--- src/rtl/tl_ul_pkg.sv ---
// Shared TileLink-UL opcodes and the response-queue entry layout used by
// tl_ul_slave_responder and its response FIFO.
package tl_ul_pkg;

  localparam logic [2:0] A_PUTFULL    = 3'd0;
  localparam logic [2:0] A_PUTPARTIAL = 3'd1;
  localparam logic [2:0] A_ARITH      = 3'd2;
  localparam logic [2:0] A_LOGIC      = 3'd3;
  localparam logic [2:0] A_GET        = 3'd4;
  localparam logic [2:0] A_INTENT     = 3'd5;

  localparam logic [2:0] D_ACK        = 3'd0;
  localparam logic [2:0] D_ACKDATA    = 3'd1;
  localparam logic [2:0] D_HINTACK    = 3'd2;

  // Entry widths follow the responder's default SRC_W/DATA_W.
  localparam int TL_SRC_W  = 4;
  localparam int TL_DATA_W = 32;
  localparam int CNT_W     = 8;

  typedef struct packed {
    logic [2:0]           opcode;
    logic [3:0]           size;
    logic [TL_SRC_W-1:0]  source;
    logic                 denied;
    logic                 corrupt;
    logic [TL_DATA_W-1:0] data;
    logic [CNT_W-1:0]     cnt;
  } resp_entry_t;

endpackage

--- src/rtl/tl_ul_resp_fifo.sv ---
// In-order response queue; every entry carries a latency countdown that is
// loaded on enqueue and decremented each cycle until it saturates at zero.
module tl_ul_resp_fifo
  import tl_ul_pkg::*;
#(
  parameter int DEPTH   = 4,
  parameter int LATENCY = 2,
  localparam int AW     = $clog2(DEPTH)
) (
  input  logic        clock,
  input  logic        reset,
  input  logic        push,
  input  resp_entry_t push_entry,
  input  logic        pop,
  output resp_entry_t head,
  output logic        head_ready,
  output logic        full,
  output logic        empty,
  output logic [AW:0] count
);

  logic [AW:0] wr_ptr;
  logic [AW:0] rd_ptr;
  resp_entry_t entries [DEPTH];
  resp_entry_t load_entry;

  always_comb begin
    load_entry     = push_entry;
    load_entry.cnt = CNT_W'(LATENCY - 1);
  end

  always_ff @(posedge clock or posedge reset) begin
    if (reset) begin
      wr_ptr <= '0;
      rd_ptr <= '0;
    end else begin
      if (push) wr_ptr <= wr_ptr + (AW+1)'(1);
      if (pop)  rd_ptr <= rd_ptr + (AW+1)'(1);
    end
  end

  // Free slots keep counting down too; they are overwritten on their next push.
  always_ff @(posedge clock or posedge reset) begin
    if (reset) begin
      for (int i = 0; i < DEPTH; i++) entries[i] <= '0;
    end else begin
      for (int i = 0; i < DEPTH; i++) begin
        if (push && (wr_ptr[AW-1:0] == AW'(i)))
          entries[i] <= load_entry;
        else if (entries[i].cnt != '0)
          entries[i].cnt <= entries[i].cnt - CNT_W'(1);
      end
    end
  end

  assign head       = entries[rd_ptr[AW-1:0]];
  assign empty      = (wr_ptr == rd_ptr);
  assign full       = (wr_ptr[AW] != rd_ptr[AW]) && (wr_ptr[AW-1:0] == rd_ptr[AW-1:0]);
  assign count      = wr_ptr - rd_ptr;
  assign head_ready = !empty && (head.cnt == '0);

endmodule

--- src/rtl/tl_ul_slave_responder.sv ---
// Single-beat TileLink-UL slave: decodes A requests against a word store and
// returns in-order D responses. TL_UL_SLAVE_RESPONDER_BACKPRESSURE_EN adds LFSR-driven a_ready throttling.
module tl_ul_slave_responder
  import tl_ul_pkg::*;
#(
  parameter int ADDR_W    = 32,
  parameter int DATA_W    = TL_DATA_W,
  parameter int SRC_W     = TL_SRC_W,
  parameter int DEPTH     = 4,
  parameter int MEM_WORDS = 64,
  parameter int LATENCY   = 2,
  localparam int QW       = $clog2(DEPTH) + 1
) (
  input  logic                clock,
  input  logic                reset,
  input  logic                a_valid,
  output logic                a_ready,
  input  logic [2:0]          a_opcode,
  input  logic [2:0]          a_param,
  input  logic [3:0]          a_size,
  input  logic [SRC_W-1:0]    a_source,
  input  logic [ADDR_W-1:0]   a_address,
  input  logic [DATA_W/8-1:0] a_mask,
  input  logic [DATA_W-1:0]   a_data,
  input  logic                a_corrupt,
  output logic                d_valid,
  input  logic                d_ready,
  output logic [2:0]          d_opcode,
  output logic [1:0]          d_param,
  output logic [3:0]          d_size,
  output logic [SRC_W-1:0]    d_source,
  output logic                d_sink,
  output logic                d_denied,
  output logic [DATA_W-1:0]   d_data,
  output logic                d_corrupt,
  output logic [QW-1:0]       outstanding
);

  localparam int LANES  = DATA_W / 8;
  localparam int LANE_W = $clog2(LANES);
  localparam int MEM_AW = $clog2(MEM_WORDS);

  logic              accept;
  logic              full;
  logic              empty;
  logic              head_ready;
  logic              legal;
  logic              do_write;
  logic [ADDR_W-1:0] word_idx;
  logic [ADDR_W-1:0] align_mask;
  logic [DATA_W-1:0] rd_word;
  logic [DATA_W-1:0] store [MEM_WORDS];
  resp_entry_t       new_entry;
  resp_entry_t       head;
  logic              unused_bits;

`ifdef TL_UL_SLAVE_RESPONDER_BACKPRESSURE_EN
  logic [7:0] lfsr;

  always_ff @(posedge clock or posedge reset) begin
    if (reset) lfsr <= 8'hA5;
    else       lfsr <= {lfsr[6:0], lfsr[7] ^ lfsr[5] ^ lfsr[4] ^ lfsr[3]};
  end

  assign a_ready = !full && lfsr[0];
`else
  assign a_ready = !full;
`endif

  assign accept     = a_valid && a_ready;
  assign word_idx   = a_address >> LANE_W;
  assign align_mask = (ADDR_W'(1) << a_size) - ADDR_W'(1);
  assign legal      = (word_idx < ADDR_W'(MEM_WORDS)) && (a_size <= 4'(LANE_W))
                   && ((a_address & align_mask) == '0);
  assign rd_word    = store[word_idx[MEM_AW-1:0]];

  // Response is built from the request as seen at the accepting edge.
  always_comb begin
    new_entry        = '0;
    new_entry.size   = a_size;
    new_entry.source = a_source;
    do_write         = 1'b0;
    case (a_opcode)
      A_PUTFULL, A_PUTPARTIAL: begin
        new_entry.opcode = D_ACK;
        new_entry.denied = !(legal && !a_corrupt);
        do_write         = accept && legal && !a_corrupt;
      end
      A_GET: begin
        new_entry.opcode = D_ACKDATA;
        if (legal) begin
          new_entry.data = rd_word;
        end else begin
          new_entry.denied  = 1'b1;
          new_entry.corrupt = 1'b1;
        end
      end
      A_INTENT: new_entry.opcode = D_HINTACK;
      A_ARITH, A_LOGIC: begin
        new_entry.opcode  = D_ACKDATA;
        new_entry.denied  = 1'b1;
        new_entry.corrupt = 1'b1;
      end
      default: begin
        new_entry.opcode = D_ACK;
        new_entry.denied = 1'b1;
      end
    endcase
  end

  always_ff @(posedge clock or posedge reset) begin
    if (reset) begin
      for (int i = 0; i < MEM_WORDS; i++) store[i] <= '0;
    end else if (do_write) begin
      for (int b = 0; b < LANES; b++)
        if (a_mask[b]) store[word_idx[MEM_AW-1:0]][b*8 +: 8] <= a_data[b*8 +: 8];
    end
  end

  tl_ul_resp_fifo #(
    .DEPTH   (DEPTH),
    .LATENCY (LATENCY)
  ) u_resp_fifo (
    .clock      (clock),
    .reset      (reset),
    .push       (accept),
    .push_entry (new_entry),
    .pop        (head_ready && d_ready),
    .head       (head),
    .head_ready (head_ready),
    .full       (full),
    .empty      (empty),
    .count      (outstanding)
  );

  assign d_valid     = head_ready;
  assign d_opcode    = head.opcode;
  assign d_param     = 2'b00;
  assign d_size      = head.size;
  assign d_source    = head.source;
  assign d_sink      = 1'b0;
  assign d_denied    = head.denied;
  assign d_corrupt   = head.corrupt;
  assign d_data      = head.data;
  assign unused_bits = ^{a_param, head.cnt, empty};

endmodule

--- config.mk ---
export PLATFORM = sky130hd
export DESIGN_NAME = tl_ul_slave_responder
export DESIGN_NICKNAME = d
export VERILOG_FILES = /design/src/rtl/tl_ul_pkg.sv /design/src/rtl/tl_ul_resp_fifo.sv /design/src/rtl/tl_ul_slave_responder.sv
export SDC_FILE = /design/constraint.sdc
export NUM_CORES = 2
export LEC_CHECK = 0
export CAP_MARGIN = 15
export CORE_MARGIN = 2
export CORE_UTILIZATION = 47
export DETAILED_ROUTE_END_ITERATION = 10
export PLACE_DENSITY = 0.62
export SLEW_MARGIN = 20
export SYNTH_ARGS = -nofsm -noshare
export SYNTH_HDL_FRONTEND = slang
export SYNTH_SLANG_ARGS = --single-unit
--- constraint.sdc ---
create_clock -name clock -period 141.9 [get_ports clock]
set_clock_uncertainty 0.05 [all_clocks]
set_input_delay 28.38 -clock clock [delete_from_list [all_inputs] [get_ports clock]]
set_output_delay 28.38 -clock clock [all_outputs]
set_load 0.1 [all_outputs]
==> flow_summary.yaml <==
power_and_ir_drop:
  vdd_drop_max_mv: 0.0128
  power_density_nw_per_um2: 12.0
  leakagePower_uw: 0.0640
synth:
  synth.ff_latch_count: 2262
  async_flop_share_pct: 100
  avgSynthCellArea_sq_um: 14.9
  ys.flop_type: "dfrtp_1"
  synth_seq_area_share_pct: 49.3
  synth.distinct_cells: 93
  syn_inst: 7704
  yosysWarnings: 0
  synthesis.area_sq_um: 115000
  synth_edf_count: 0
global_routing:
  grt_usage_pct: 29.4
  grt_first_pass_wirelength_mm: 538
  grt_pass1_vias: 71900
  grt-ovfl-total: 0
  antenna_found_initial: 17
  grt_max_degree: 164
timing:
  slew_headroom_pct: 16.4
  rsz0062_at_grt: "no"
  period_share_pct: 23.5
  worst_pin_slew_ns: 1.25
  finalWorstSetupSlack_ns: 108.57
  fin_crit_ns: 33.33
  finalSetupViolations: 0
  fmax_ghz: 0.0300
  slew_violations: 0
  final_hold_viol_count: 0
  tns_ns: 0
clocking:
  cts_tree: "yes"
  clkTransAtPathRegs_ns: 0.06
  clk_latency_ns: 0.91
  cts_max_level: 4
  clock-root-buffer: "clkbuf_16"
  cts_resized: 0
  hold_buffers: 0
  cts_buffer_depth: 3
  cts.sinks: 2262
  cts_setup_buffers: 0
  numCtsBuffers: 237
route:
  wl_per_cell_microns: 33.3
  vias_per_cell: 6.31
  first_pass_iters: 9
  drc: 0
  drt_iter0_markers: 7735
  ant_nets: 0
  wirelength_mm: 369
  vias: 69800
layout:
  final_core_util_pct: 52.2
  post-route-cell-area_sq_um: 127000
  nets: 7751
  num-fill-cells: 19800
  syn_to_final_growth_pct: 10.6
  register_area_sq_um: 56600
  drive_gt1_share_pct: 41.1
  multi_input_area_sq_um: 55200
floorplanning:
  dieWidth_microns: 498
  die_h_microns: 498
  fp.coreArea_sq_um: 243000
  io_pins: 140
  start_util_pct: 47.2
  die_area_sq_um: 248000
  rows: 181
placement:
  place_area_sq_um: 119000
  place_ws_ns: 107.71
  place_congestion: 0.877
  dp_hpwl_mm: 226
  io_buffers: 132
min_path:
  min_to: "u_resp_fifo.entries[198]"
  min-delay-path-class: "reg2reg"
  holdPathStages: 2
  hp-start: "u_resp_fifo.entries[198]"
setup_path:
  cp-startpoint: "a_size[2]"
  reg2reg_depth: 10
  critical_path_class: "in2reg"
  cp-start-kind: "input pin"
  regToRegEndpoint: "store[551]"
  cp_max_fo: 24
  end_kind: "flip-flop"
  crit_required_ns: 142.61
  r2r_start: "u_resp_fifo.rd_ptr[1]"
  ff2ff_setup_slack_ns: 137.53
  cp.arrival_ns: 34.04
outcome:
  status: "finished, final reports clean"
flow_run:
  drv_cap: 0
[cells by family (layout without fill, tap and decap cells)]
family	after synthesis	count (layout)	synth area share, %
adders and majority gates	14	14	0.159
DFF	2262	2262	49.3
AOI/OAI and AO/OA	1094	1094	6.99
muxes	2642	2642	33.0
other	1	10	0.00326
and+or+nand+nor	1003	1003	7.46
buffers and inverters	669	810	2.93
xor gates and xnor gates	19	19	0.151
[synthesized netlist by cell type (45+ instances only)]
cell type	instances	area, sq um
mux4_2	168	3780
nor2_1	82	308
o22a_1	45	394
o21ai_0	166	831
mux2i_1	252	2520
a221oi_1	45	394
nor2_8	237	4740
nand2_1	368	1380
mux2_1	150	1690
a22oi_1	96	721
o22ai_1	163	1020
o221ai_1	207	1810
buf_2	97	485
mux2_2	302	3400
clkbuf_1	374	1400
o31ai_1	53	398
dfrtp_1	2262	56600
mux2_4	1770	26600
a21oi_1	94	470
buf_1	63	236
[placed cells by master (no fill, tap or decap), types with 150 or more instances in the layout]
cell / instances
dfrtp_1: 2260
mux2_4: 1770
nand2_1: 361
mux2_2: 302
mux2i_1: 252
clkbuf_16: 240
nor2_8: 237
o221ai_1: 207
buf_4: 181
mux4_2: 168
o21ai_0: 165
o22ai_1: 163
mux2_1: 150
[registers in the layout (all words and copies together) (netlist names)]
register,flops
store,2048
u_resp_fifo.entries,208
u_resp_fifo.wr_ptr,3
u_resp_fifo.rd_ptr,3
[per-stage QoR]
| step | power (uW) | std cells | hold slack, ns |
|---|---|---|---|
| 2_1_floorplan | 811 | 7707 | 0.390 |
| 5_1_grt | 1570 | 11100 | 0.441 |
| 3_3_place_gp | 868 | 10600 | 0.405 |
| 3_5_place_dp | 871 | 10600 | 0.414 |
| 4_1_cts | 1530 | 11000 | 0.427 |
| 6_report | 1530 | 11100 | 0.426 |
[power breakdown]
part | internal [uW] | switching, uW
Clock | 393 | 271
Sequential | 657 | 9.40
Combinational | 51.6 | 144
[worst max-delay path by stage]
stage                        to  slack (ns)  depth (start not counted)
floorplan              store[0]       49.55                          1
global route        store[1838]      108.37                          7
detailed placement   store[596]      107.71                         12
finish               store[598]      108.57                         12
CTS                  store[596]      108.63                         12
global placement     store[565]      107.79                         12
[per-layer routing]
| metal | share of wire (%) | vias up | track usage [%] | wire [microns] |
|---|---|---|---|---|
| li1 | - | 28400 | - | - |
| met2 | 44 | 3060 | 43.2 | 161000 |
| met3 | 8.3 | 732 | 7.19 | 30700 |
| met5 | 0.018 | - | 0 | 67 |
| met1 | 43 | 37600 | 41.3 | 159000 |
| met4 | 4.9 | 12 | 12.9 | 17900 |
[area by class of cell]
class | instances | area share, %
clock buffers | 367 | 5.65
diodes | 6 | 0.0118
inverters | 46 | 0.150
flip-flops and latches | 2262 | 44.6
well taps | 3202 | 3.15
multi-input cells | 4776 | 43.4
clock inverters | 70 | 0.884
repair buffers | 327 | 2.19
[critical path, stage by stage]
cell             delay (ns)
clkdlybuf4s50_1        0.64
nor2_1                 0.30
nand3b_1               0.11
ha_1                   0.32
or4b_1                 0.55
a211o_1                0.29
and3_1                 0.39
nand4_4                0.50
buf_4                  0.77
buf_4                  0.92
nor2_2                 0.35
mux2_2                 0.36
Note: power is estimated with default switching activity, not from simulation.
